==> config.mk <==
export PLATFORM = sky130hd
export DESIGN_NAME = ysyx_lsu
export DESIGN_NICKNAME = d
export VERILOG_FILES = /design/src/rtl/ysyx_lsu_pkg.sv /design/src/rtl/ysyx_lsu_fmt.sv /design/src/rtl/ysyx_lsu.sv
export SDC_FILE = /design/constraint.sdc
export NUM_CORES = 1
export LEC_CHECK = 0
export CAP_MARGIN = 30
export CORE_ASPECT_RATIO = 1.2
export CORE_MARGIN = 4
export CORE_UTILIZATION = 40
export CTS_CLUSTER_SIZE = 30
export DETAILED_ROUTE_END_ITERATION = 8
export PLACE_DENSITY = 0.85
export RECOVER_POWER = 100
export SLEW_MARGIN = 20
export SYNTH_ARGS = -nofsm -noshare
export SYNTH_HDL_FRONTEND = slang
export SYNTH_SLANG_ARGS = --single-unit
export TNS_END_PERCENT = 20
==> constraint.sdc <==
create_clock -name clk -period 2.3 [get_ports clk]
set_clock_uncertainty 0.2 [all_clocks]
set_input_delay 0.23 -clock clk [delete_from_list [all_inputs] [get_ports clk]]
set_output_delay 0.23 -clock clk [all_outputs]
set_load 0.05 [all_outputs]
==> src/rtl/ysyx_lsu_pkg.sv <==
// Shared definitions for the load/store unit.
//   lsu_state_e    : FSM state encoding for ysyx_lsu
//   LSU_F3_*       : RV32 load/store func3 codes
//   RESP_OK        : the only bus response treated as success
//   lsu_misaligned : misalignment check for a size code and byte offset
package ysyx_lsu_pkg;

  typedef enum logic [2:0] {
    StIdle,
    StRdA,
    StRdD,
    StWrAw,
    StWrB,
    StDone
  } lsu_state_e;

  localparam logic [2:0] LSU_F3_B  = 3'b000;
  localparam logic [2:0] LSU_F3_H  = 3'b001;
  localparam logic [2:0] LSU_F3_W  = 3'b010;
  localparam logic [2:0] LSU_F3_BU = 3'b100;
  localparam logic [2:0] LSU_F3_HU = 3'b101;

  localparam logic [1:0] RESP_OK = 2'b00;

  // size is func3[1:0]: 00 byte, 01 half, 10 word.
  function automatic logic lsu_misaligned(input logic [1:0] size, input logic [1:0] addr_lo);
    case (size)
      2'b01:   return addr_lo[0];
      2'b10:   return addr_lo != 2'b00;
      default: return 1'b0;
    endcase
  endfunction

endpackage

==> src/rtl/ysyx_lsu_fmt.sv <==
// Combinational data formatting for the load/store unit.
//   ld_op, ld_addr_lo, rdata   : load func3, byte offset and raw bus word
//   ld_data                    : right-justified, sign/zero-extended load result
//   st_size, st_addr_lo, st_data : store size (func3[1:0]), byte offset, LSB-justified data
//   st_wdata, st_wstrb         : lane-aligned store data and byte strobes
module ysyx_lsu_fmt
  import ysyx_lsu_pkg::*;
#(
  parameter int unsigned BIT_W = 32
) (
  input  logic [2:0]         ld_op,
  input  logic [1:0]         ld_addr_lo,
  input  logic [BIT_W-1:0]   rdata,
  output logic [BIT_W-1:0]   ld_data,
  input  logic [1:0]         st_size,
  input  logic [1:0]         st_addr_lo,
  input  logic [BIT_W-1:0]   st_data,
  output logic [BIT_W-1:0]   st_wdata,
  output logic [BIT_W/8-1:0] st_wstrb
);

  localparam int unsigned StrbW = BIT_W / 8;

  logic [BIT_W-1:0] ld_shifted;

  always_comb begin
    ld_shifted = rdata >> {ld_addr_lo, 3'b000};
    case (ld_op)
      LSU_F3_B:  ld_data = {{(BIT_W-8){ld_shifted[7]}}, ld_shifted[7:0]};
      LSU_F3_BU: ld_data = {{(BIT_W-8){1'b0}}, ld_shifted[7:0]};
      LSU_F3_H:  ld_data = {{(BIT_W-16){ld_shifted[15]}}, ld_shifted[15:0]};
      LSU_F3_HU: ld_data = {{(BIT_W-16){1'b0}}, ld_shifted[15:0]};
      LSU_F3_W:  ld_data = ld_shifted;
      default:   ld_data = ld_shifted;
    endcase
  end

  always_comb begin
    st_wdata = st_data << {st_addr_lo, 3'b000};
    case (st_size)
      2'b00:   st_wstrb = StrbW'(1) << st_addr_lo;
      2'b01:   st_wstrb = StrbW'(3) << st_addr_lo;
      default: st_wstrb = '1;
    endcase
  end

endmodule

==> src/rtl/ysyx_lsu.sv <==
// Load/store unit sitting after the execute stage. Takes one request at a time
// (held valid until its done pulse), runs it on an AXI4-Lite-style master port
// and returns either a formatted load result or a store-done pulse.
//   clk, rst                      : clock, asynchronous active-low reset
//   exu_ren/wen/avalid/addr/op/wdata : request from execute (ren wins over wen)
//   exu_rdata, exu_rvalid         : load result and one-cycle load-done pulse
//   exu_wready                    : one-cycle store-done pulse
//   exu_err                       : error flag, valid with either done pulse
//   ar*/r*/aw*/w*/b*              : data bus master channels
module ysyx_lsu
  import ysyx_lsu_pkg::*;
#(
  parameter int unsigned BIT_W   = 32,
  parameter logic [1:0]  RESP_OK = ysyx_lsu_pkg::RESP_OK
) (
  input  logic               clk,
  input  logic               rst,
  input  logic               exu_ren,
  input  logic               exu_wen,
  input  logic               exu_avalid,
  input  logic [BIT_W-1:0]   exu_addr,
  input  logic [3:0]         exu_op,
  input  logic [BIT_W-1:0]   exu_wdata,
  output logic [BIT_W-1:0]   exu_rdata,
  output logic               exu_rvalid,
  output logic               exu_wready,
  output logic               exu_err,
  output logic [BIT_W-1:0]   araddr,
  output logic               arvalid,
  input  logic               arready,
  input  logic [BIT_W-1:0]   rdata,
  input  logic [1:0]         rresp,
  input  logic               rvalid,
  output logic               rready,
  output logic [BIT_W-1:0]   awaddr,
  output logic               awvalid,
  input  logic               awready,
  output logic [BIT_W-1:0]   wdata,
  output logic [BIT_W/8-1:0] wstrb,
  output logic               wvalid,
  input  logic               wready,
  input  logic [1:0]         bresp,
  input  logic               bvalid,
  output logic               bready
);

  localparam int unsigned StrbW = BIT_W / 8;

  lsu_state_e       state_q;
  logic [1:0]       addr_lo_q;
  logic [2:0]       op_q;

  logic [BIT_W-1:0] ld_data;
  logic [BIT_W-1:0] st_wdata;
  logic [StrbW-1:0] st_wstrb;
  logic             req_misaligned;
  logic             aw_done;
  logic             w_done;
  logic             unused_op;

  assign unused_op      = exu_op[3];
  assign req_misaligned = lsu_misaligned(exu_op[1:0], exu_addr[1:0]);

  // awvalid/wvalid double as per-channel "still pending" flags while in StWrAw.
  assign aw_done = !awvalid || awready;
  assign w_done  = !wvalid || wready;

  // Loads format from the latched offset/op; stores format the live request at
  // acceptance so wdata/wstrb can be registered straight onto the bus.
  ysyx_lsu_fmt #(
    .BIT_W(BIT_W)
  ) u_fmt (
    .ld_op     (op_q),
    .ld_addr_lo(addr_lo_q),
    .rdata     (rdata),
    .ld_data   (ld_data),
    .st_size   (exu_op[1:0]),
    .st_addr_lo(exu_addr[1:0]),
    .st_data   (exu_wdata),
    .st_wdata  (st_wdata),
    .st_wstrb  (st_wstrb)
  );

  // Done pulses are set on the transition into StDone, so they are high for
  // exactly the one StDone cycle and cleared by the default below.
  always_ff @(posedge clk or negedge rst) begin
    if (!rst) begin
      state_q    <= StIdle;
      addr_lo_q  <= '0;
      op_q       <= '0;
      exu_rdata  <= '0;
      exu_rvalid <= 1'b0;
      exu_wready <= 1'b0;
      exu_err    <= 1'b0;
      araddr     <= '0;
      arvalid    <= 1'b0;
      rready     <= 1'b0;
      awaddr     <= '0;
      awvalid    <= 1'b0;
      wdata      <= '0;
      wstrb      <= '0;
      wvalid     <= 1'b0;
      bready     <= 1'b0;
    end else begin
      exu_rvalid <= 1'b0;
      exu_wready <= 1'b0;
      exu_err    <= 1'b0;
      unique case (state_q)
        StIdle: begin
          if (exu_avalid && (exu_ren || exu_wen)) begin
            addr_lo_q <= exu_addr[1:0];
            op_q      <= exu_op[2:0];
            if (req_misaligned) begin
              exu_rvalid <= exu_ren;
              exu_wready <= !exu_ren;
              exu_err    <= 1'b1;
              state_q    <= StDone;
            end else if (exu_ren) begin
              araddr  <= exu_addr;
              arvalid <= 1'b1;
              state_q <= StRdA;
            end else begin
              awaddr  <= exu_addr;
              wdata   <= st_wdata;
              wstrb   <= st_wstrb;
              awvalid <= 1'b1;
              wvalid  <= 1'b1;
              state_q <= StWrAw;
            end
          end
        end
        StRdA: begin
          if (arready) begin
            arvalid <= 1'b0;
            rready  <= 1'b1;
            state_q <= StRdD;
          end
        end
        StRdD: begin
          if (rvalid) begin
            rready     <= 1'b0;
            exu_rdata  <= ld_data;
            exu_rvalid <= 1'b1;
            exu_err    <= (rresp != RESP_OK);
            state_q    <= StDone;
          end
        end
        StWrAw: begin
          if (awvalid && awready) awvalid <= 1'b0;
          if (wvalid && wready) wvalid <= 1'b0;
          if (aw_done && w_done) begin
            bready  <= 1'b1;
            state_q <= StWrB;
          end
        end
        StWrB: begin
          if (bvalid) begin
            bready     <= 1'b0;
            exu_wready <= 1'b1;
            exu_err    <= (bresp != RESP_OK);
            state_q    <= StDone;
          end
        end
        // The requester still holds exu_avalid here; it is deliberately not
        // sampled so the finished request is not taken a second time.
        StDone: state_q <= StIdle;
        default: state_q <= StIdle;
      endcase
    end
  end

endmodule
# --- After elaboration in Yosys (flattened, before gate mapping) ---
# Index checks and enable logic that the tools add are counted.
totals:
  input_bits: 114
  ff_bits: 148
classes:
  eq_ne: 19
  n_bitwise: 2
  reduce_logical: 30
  shift: 4
  muxes: 42
ops:
  columns: ["operator", "n"]
  rows:
  - ["$pmux W32 S4", 1]
  - ["$shl A32 B5 Y32", 1]
  - ["$shr A32 B5 Y32", 1]
  - ["$mux W1", 23]
  - ["$ne A2 B2 Y1 const B", 10]
  - ["$reduce_and A5 Y1", 4]
  - ["$mux W3", 6]
  - ["$pmux W1 S2", 8]
  - ["$pmux W3 S5", 1]
  - ["$reduce_bool A2 Y1", 7]
  - ["$eq A3 B3 Y1 const B", 3]
  - ["$pmux W4 S2", 1]
  - ["$reduce_and A4 Y1", 2]
  - ["$eq A3 B1 Y1 const B", 2]
  - ["$eq A3 B2 Y1 const B", 2]
  - ["$logic_not A3 Y1", 2]
  - ["$reduce_and A3 Y1", 2]
  - ["$logic_and A1 B1 Y1", 4]
  - ["$reduce_and A2 Y1", 2]
  - ["$shl A1 B2 Y4 const A", 1]
  - ["$shl A2 B2 Y4 const A", 1]
  - ["$logic_not A1 Y1", 3]
  - ["$logic_or A1 B1 Y1", 3]
  - ["$pmux W1 S3", 1]
  - ["5 further kinds", 6]

# --- Depth between registers and ports, before layout ---
# Gate-level depths: netlist (run 1).
depth:
  ltp_word: 5
  depth_mapped: 7
  mapped_depth_nobuf: 6

# --- By module ---
# From an unflattened synthesis (run 1), not the netlist that was laid out.
hier_totals:
  hier_cells: 570
  hier_area_um2: 7505.9
modules_own_cells:
  columns: ["module", "n_inst", "cells_per_inst", "seq_area_each_um2", "area_per_inst_um2"]
  rows:
  - ["ysyx_lsu", 1, 359, 3703.6, 6118.4]
  - ["ysyx_lsu_fmt", 1, 211, 0.0, 1387.6]

# --- Worst setup path after synthesis (run 1) ---
# OpenSTA, ideal clock, no wires.
synth_path:
  path_type: "flip-flop to flip-flop"
  from: "reg state_q[2]"
  to: "reg wdata[23]"
  n_path_buf: 3
  synth_period_minus_slack_ns: 2.320
  arrival_time_ns: 1.995
  slack_ns: -0.020
  required_time_ns: 1.975
  path_stages_with_launch: 7
  cell_sequence: "dfrtp_1 clkbuf_1 or4_1 buf_2 nor3_4 buf_6 mux2_2"
synth_via:
  elab_chain_cells: 2
synth_rtl:
  columns: ["item", "line", "rtl"]
  rows:
  - ["start: declaration", "ysyx_lsu.sv:49", "lsu_state_e state_q;"]
  - ["start signal: assignment", "ysyx_lsu.sv:88", "state_q <= StIdle;"]
  - ["start signal: assignment", "ysyx_lsu.sv:117", "state_q <= StDone;"]
  - ["start signal: assignment", "ysyx_lsu.sv:121", "state_q <= StRdA;"]
  - ["$logic_not A3 Y1", "ysyx_lsu.sv:108", "unique case (state_q)"]
  - ["$reduce_and A4 Y1 (no line)", null, null]
  - ["end signal: assignment", "ysyx_lsu.sv:124", "wdata <= st_wdata;"]
  - ["end: declaration", "ysyx_lsu.sv:38", "output logic [BIT_W-1:0] wdata,"]
# Every way passes these cells.
# A chain may end at the register's enable or synchronous reset.

# --- Final worst setup path (run 1) ---
layout_path:
  from: "in exu_op[1]"
  to: "reg wstrb[1]"
layout_via:
  elab_chain_cells: 4
  word_cells_on_any_way: 7
  cone_classes: "eq/ne (2); mux (2); bitwise (1); reduce/logical (2)"
layout_rtl:
  columns: ["item", "line", "rtl"]
  rows:
  - ["start: declaration", "ysyx_lsu.sv:22", "input logic [3:0] exu_op,"]
  - ["$eq A2 B2 Y1 or $eq A2 B1 Y1 (tied branches)", "ysyx_lsu_pkg.sv:27, ysyx_lsu_fmt.sv:40", null]
  - ["$pmux W1 S2", "ysyx_lsu_pkg.sv:27", "case (size)"]
  - ["$not A1 Y1 (no line)", null, null]
  - ["$reduce_and A4 Y1 (no line)", null, null]
  - ["end signal: assignment", "ysyx_lsu.sv:125", "wstrb <= st_wstrb;"]
  - ["end: declaration", "ysyx_lsu.sv:39", "output logic [BIT_W/8-1:0] wstrb,"]
# Several ways; a longest one is shown, not always the timed one.

==> run summary, run 1 <==
Run status - completed
Final number of hold-violating endpoints - 0
Endpoints failing setup - 0
Yosys warning count - 0
Worst-Margin Slew - 817.9 ps
Crit-path cells - clkdlybuf4s50_1, inv_1, ha_1, a21boi_1, buf_4, nor3_4, buf_12, clkbuf_2, mux2_2
Site Rows - 52
Max Freq - 0.4620 GHz
Ant. Diodes - 0
Full die area - 19290 sq um
Total power - 16.37 mW
CP Class - primary input to flip-flop
Share of cells above drive strength 1 - 0.1921
Reg clk slew, reported paths - 60 ps
DR vias/cell - 5.109
Logic pwr share - 0.561
Crit-path max FO - 12
Initial Util - 0.4065
Post-synth EDFFs - 0
Antenna-violating nets left - 0
DR WL/cell - 17.79 um
Part of the power in registers - 0.274
Drt first-iter violations - 207
Clk pwr share - 0.165
Number of global-route vias before repair - 5860
Gr ovfl total - 0
Crit path time final - 2165 ps
Mapped Nets - 713
Power per Cell Area - 1575 nW/um^2
Hold WS - 139.9 ps
Reported max-cap violation count - 0
CTS root buffer - clkbuf_16
WP data required - 2400 ps
Flip-flop and latch count after synthesis - 148
Total track usage - 0.2038
Initial antenna violation count - 0
Mean Syn Cell Area - 11.49 sq um
Routed wire length - 19.59 mm
First-pass GRT wire length - 30.71 mm
CTS tree - yes
VDD IR max - 1231 uV
Leakage - 4.610 nW
H-tree Lvls - 4
Top Ports - 254
Fin. max-slew vios - 0
Startpoint Class - primary input
DRC viols - 0
Finished Layout Cells - 1101
Post-CTS Setup Inserts - 0
Core Footprint - 16850 sq um
Count of cell types in the netlist - 46
TritonCTS Sinks - 148
P_sw - 7.911 mW
GPL Wtd Cong - 0.9093
Max-slew headroom - 0.4548
Crit-path max cell delay - 490 ps
CP arrival - 2270 ps
Async SR Flop Fraction - 1.000
Dpl cells - 1067
Die Y - 151.4 um
Maximum number of pins on one net before global-route repair - 65
Drt pass-1 iters - 4
Die X - 127.5 um
Clk_lat worst skew - 420 ps
Ys flop type - dfrtp_1
Mapped Area - 6850 sq um
Final HPWL DP - 14.72 mm
Final Cycle Share - 0.9411
CP endpoint kind - flip-flop
RSZ-0062 raised after global routing - false
Slowest CP cell - clkdlybuf4s50_1
Seq/Total Area, Yosys - 0.5406
Int Pwr - 8.463 mW
Hold Crit Class - primary input to flip-flop
Area Overhead vs Synth - 51.74%
Port buffer count - 252
Sw frac - 0.4831
CTS max path bufs - 2
Nets - 989
Via count - 5625
Inserted Clock Buffers - 17
Syn Inst Count - 596
registers in the layout (all words and copies together) (netlist names), 2 cells and up:
signal	flops
addr_lo_q	2
araddr	32
awaddr	32
exu_rdata	32
op_q	3
state_q	3
wdata	32
wstrb	4
path summary, 6_finish.rpt:
path                            endpoint  cells past startpoint          from  slack (ps)
max                             wstrb[1]                      9     exu_op[1]         140
min reg2reg                 exu_rdata[7]                      2  exu_rdata[7]         270
max in group asynchronous        awvalid                      3           rst         320
min                              op_q[2]                      3     exu_op[2]         140
min in group asynchronous  exu_rdata[17]                      2           rst         240
max reg2reg                     wstrb[1]                      5    state_q[0]         150
power groups by stage:
stage	Combinational [mW]	Clock (mW)	Sequential, mW
2_1_floorplan	2.10	0	8.66
3_3_place_gp	9.60	0	4.53
3_5_place_dp	9.71	0	4.58
4_1_cts	9.74	2.76	4.56
5_1_grt	9.65	2.87	4.66
6_report	9.19	2.70	4.48
synthesized netlist by cell type, types with 2 or more instances:
library cell,number,area [sq um]
nand2_1,55,206.5
nor2_1,40,150.1
o22ai_1,2,12.51
nand3b_1,2,15.01
a2bb2oi_1,2,17.52
o211ai_1,2,15.01
o41ai_1,2,17.52
mux2i_1,44,440.4
clkbuf_1,22,82.58
ha_1,3,37.54
nor3_4,2,32.53
nor2b_1,13,81.33
mux2_1,4,45.04
mux2_2,95,1070
buf_2,5,25.02
o21ai_0,33,165.2
and2_1,8,50.05
a21oi_1,26,130.1
a211oi_1,8,60.06
dfrtp_1,148,3704
inv_1,16,60.06
nand3_1,31,155.2
buf_6,7,78.83
buf_1,4,15.01
through the flow:
step	cell area (sq um)	TNS, ps	worst slack (ps)	util
floorplan	6854	0	5.972	-
global placement	9871	-22110	-254.6	0.5858
detailed placement	9871	-26860	-317.8	0.5858
CTS	10470	0	38.96	0.6212
global route	10400	0	11.68	0.6169
finish	10400	0	135.4	0.6169
timing repair:
action,CTS,global route
hold buffers,2,0
endpoints found under the setup margin,0,3
endpoints found under the hold margin,149,0
gates resized for setup,0,1
cell usage in the layout, fill, tap and decap left out, types with 2 or more instances in the layout:
master / n
o21ai_0: 33
nand3_1: 31
inv_6: 4
clkbuf_8: 2
nor2_1: 40
clkbuf_2: 3
clkdlybuf4s50_1: 110
o211ai_1: 2
clkinv_2: 2
clkinv_4: 3
nand3b_1: 2
mux2_2: 95
a21oi_1: 26
ha_1: 3
inv_1: 16
buf_2: 2
nor2b_1: 13
clkbuf_16: 17
nand2_1: 55
mux2_1: 4
dlygate4sd3_1: 142
o22ai_1: 2
clkbuf_1: 6
a211oi_1: 8
buf_12: 7
mux2i_1: 44
dfrtp_1: 148
a2bb2oi_1: 2
o41ai_1: 2
and2_1: 8
buf_4: 25
cell type report:
cell class                 count  area, sq um
clock inverter                12        120.1
sequential                   148         3704
fill                        1347         6456
tap                          216        270.3
multi-input combinational    394         2883
clock buffer                  20        456.7
inverter                      16        60.06
timing repair buffer         295         2902
kinds of logic (layout without fill, tap and decap cells):
kind of cell | after synthesis | count (layout) | synth area share
fa+ha+maj | 3 | 3 | 0.005480
compound gates | 89 | 89 | 0.07818
buf+inv | 54 | 343 | 0.03817
simple gates | 158 | 158 | 0.1072
flops | 148 | 148 | 0.5406
mux | 144 | 144 | 0.2303
routing by layer:
layer  wire, um  up-vias  GRT usage  share of wire
met5          0        -          0              0
met4        579        0    0.07725          0.030
met3       1640       40    0.07266          0.084
met2      10120      212     0.3546           0.52
met1       7245     2726     0.2291           0.37
li1           -     2647          -              -
critical path, delay by kind of cell:
kind | cells | cell delay [ps]
compound gates | 1 | 130
buf+inv | 5 | 1080
mux | 1 | 340
fa+ha+maj | 1 | 270
simple gates | 1 | 210
(Power assumes the default switching activity.)
==> run 2: changes to the inputs <==
--- a/config.mk
+++ b/config.mk
@@ -11,9 +11,9 @@
 export CORE_UTILIZATION = 40
 export CTS_CLUSTER_SIZE = 30
 export DETAILED_ROUTE_END_ITERATION = 8
+export HOLD_SLACK_MARGIN = 0.12
 export PLACE_DENSITY = 0.85
 export RECOVER_POWER = 100
-export SLEW_MARGIN = 20
 export SYNTH_ARGS = -nofsm -noshare
 export SYNTH_HDL_FRONTEND = slang
 export SYNTH_SLANG_ARGS = --single-unit
==> run 2 against run 1 <==
Against the previous run:
- sequential cell count unchanged
- routed wire length up 0.71%
- global-route usage is 0.068 points higher
- utilization is essentially flat
- power hardly changed
- critical path depth stayed put
- non-clock buffer count increased by 1
- setup slack lost 9.7 ps
- sequential share of layout area about the same
- cell count hardly changed
- cell area barely moved
- critical endpoint is now awaddr[5]
- largest power group unchanged
==> run summary, run 2 (synthesis results as in run 1) <==
Post-route cell area - 10390 sq um (about the same)
Fillers - 1349 (+0.15%)
Gr ovfl total - 0 (unchanged)
Initial Util - 0.4065 (unchanged)
Post-CTS Setup Inserts - 0 (unchanged)
First-pass GRT wire length - 30.79 mm (+0.27%)
Site Rows - 52 (unchanged)
Reported max-cap violation count - 0 (unchanged)
Fin. max-slew vios - 0 (unchanged)
Routed wire length - 19.73 mm (+0.71%)
WP data required - 2410 ps (about the same)
DRC viols - 0 (unchanged)
Initial antenna violation count - 0 (unchanged)
Commonest non-fill, non-tap cells in the layout - 148 x dfrtp_1, 142 x dlygate4sd3_1, 110 x clkdlybuf4s50_1, 95 x mux2_2, 55 x nand2_1
Antenna-violating nets left - 0 (unchanged)
Final Cycle Share - 0.9453 (+0.004201)
Startpoint Class - primary input
Ant. Diodes - 0 (unchanged)
Total Negative Setup Slacks - 0 ps (unchanged)
Nets - 990 (+0.10%)
DR vias/cell - 5.110 (about the same)
Placed inst area - 9871 sq um (unchanged)
Slowest CP cell - clkdlybuf4s50_1
Clk_lat worst skew - 420 ps (about the same)
Die Y - 151.4 um (unchanged)
Post-layout util - 0.6166 (about the same)
Crit-path max FO - 12 (unchanged)
Maximum number of pins on one net before global-route repair - 65 (unchanged)
GPL Wtd Cong - 0.9093 (unchanged)
GR Layer Usage met2 - 0.3541 (-0.0005269)
Max Freq - 0.4599 GHz (-0.44%)
H-tree Lvls - 4 (unchanged)
Pre-CTS WS - -317.8 ps (unchanged)
Hold Crit Class - primary input to flip-flop
CP endpoint kind - flip-flop
Reg clk slew, reported paths - 60 ps (about the same)
Power per Cell Area - 1577 nW/um^2 (about the same)
CP arrival - 2280 ps (about the same)
Finished Layout Cells - 1102 (+0.091%)
Crit-path cells - clkdlybuf4s50_1, inv_1, ha_1, a21boi_1, buf_4, nor3_4, buf_12, clkbuf_2, mux2_2
Number of global-route vias before repair - 5884 (+0.41%)
Drt pass-1 iters - 4 (unchanged)
Drt first-iter violations - 198 (-4.3%)
Final number of hold-violating endpoints - 0 (unchanged)
CTS root buffer - clkbuf_16
Full die area - 19290 sq um (unchanged)
Worst path bufs/invs - 5 (unchanged)
DR WL/cell - 17.90 um (+0.62%)
Leakage - 4.617 nW (+0.16%)
Layer with the highest usage - met2
VDD IR max - 1231 uV (about the same)
Crit-path max cell delay - 500 ps (about the same)
Final HPWL DP - 14.72 mm (unchanged)
Area Overhead vs Synth - 51.67% (about the same)
Via count - 5631 (+0.11%)
Total power - 16.38 mW (about the same)
TritonCTS Sinks - 148 (unchanged)
RSZ-0062 raised after global routing - false
Cell family with most CP delay - buffers and inverters
M1 GR Usage - 0.2303 (+0.001137)
Die X - 127.5 um (unchanged)
CP Class - primary input to flip-flop
Total track usage - 0.2045 (+0.0006783)
CTS max path bufs - 2 (unchanged)
Share of cells above drive strength 1 - 0.1919 (-0.0002168)
Port buffer count - 252 (unchanged)
Endpoints failing setup - 0 (unchanged)
Crit path time final - 2174 ps (+9.663 ps)
Max-slew headroom - 0.06619 (-0.3886)
Commonest non-fill, non-tap cell in the layout - dfrtp_1
Worst-Margin Slew - 1401 ps (+582.9 ps)
Core Footprint - 16850 sq um (unchanged)
Hold WS - 140.5 ps (+0.5900 ps)
Run status - completed
GRT met3 Usage - 0.07302 (+0.0003527)
Top Ports - 254 (unchanged)
CTS tree - yes
Final WS setup - 125.8 ps (-9.663 ps)
Dpl cells - 1067 (unchanged)
Inserted Clock Buffers - 17 (unchanged)
==> run 2: cell types whose count changed in the layout (fill, tap and decap cells not counted) <==
cell,before,now
dlymetal6s4s_1,0,1
clkbuf_4,1,0
buf_12,7,6
buf_2,2,3
clkbuf_2,3,4
==> run 2: path summary, 6_finish.rpt <==
check / depth (start not counted) / endpoint / slack [ps] / from
setup / recovery: 9 / awaddr[5] / 130 / exu_op[1]
hold / removal: 3 / op_q[2] / 140 / exu_op[2]
setup reg to reg: 5 / awaddr[5] / 150 / state_q[0]
hold reg to reg: 2 / exu_rdata[7] / 270 / exu_rdata[7]
max in group asynchronous: 3 / wdata[9] / 380 / rst
min in group asynchronous: 3 / exu_rdata[0] / 650 / rst
==> run 2: repair_timing <==
item,in CTS,in global routing
setup endpoints to repair,0,3
hold endpoints to repair,149,0
resized for setup,0,1
hold buffers,3,0
==> run 2: area by class of cell <==
class	count	area, sq um	area share
inverters	16	60.06	0.005780
repair buffers	296	2897	0.2788
clock inverters	12	120.1	0.01156
flip-flops and latches	148	3704	0.3565
multi-input cells	394	2883	0.2775
clock buffers	20	456.7	0.04395
well taps	216	270.3	0.02601
==> run 2: per-layer routing <==
| layer | routed length (um) | vias to the layer above |
|---|---|---|
| met3 | 1609 | 41 |
| met5 | 0 | - |
| met2 | 10110 | 213 |
| met4 | 581 | 0 |
| li1 | - | 2651 |
| met1 | 7429 | 2726 |
==> run 2: worst reg2reg max path, cell delays in order, from the launching register on <==
cell and delay (ps):
dfrtp_1 380, or4_4 570, nor3_4 180, buf_12 190, clkbuf_2 180, mux2_2 350
==> run 2: power breakdown <==
part	switching, mW	internal, mW	leakage [nW]
Combinational	6.15	3.05	2.52
Clock	1.13	1.57	0.284
Sequential	0.638	3.85	1.81
Total	7.92	8.46	4.62
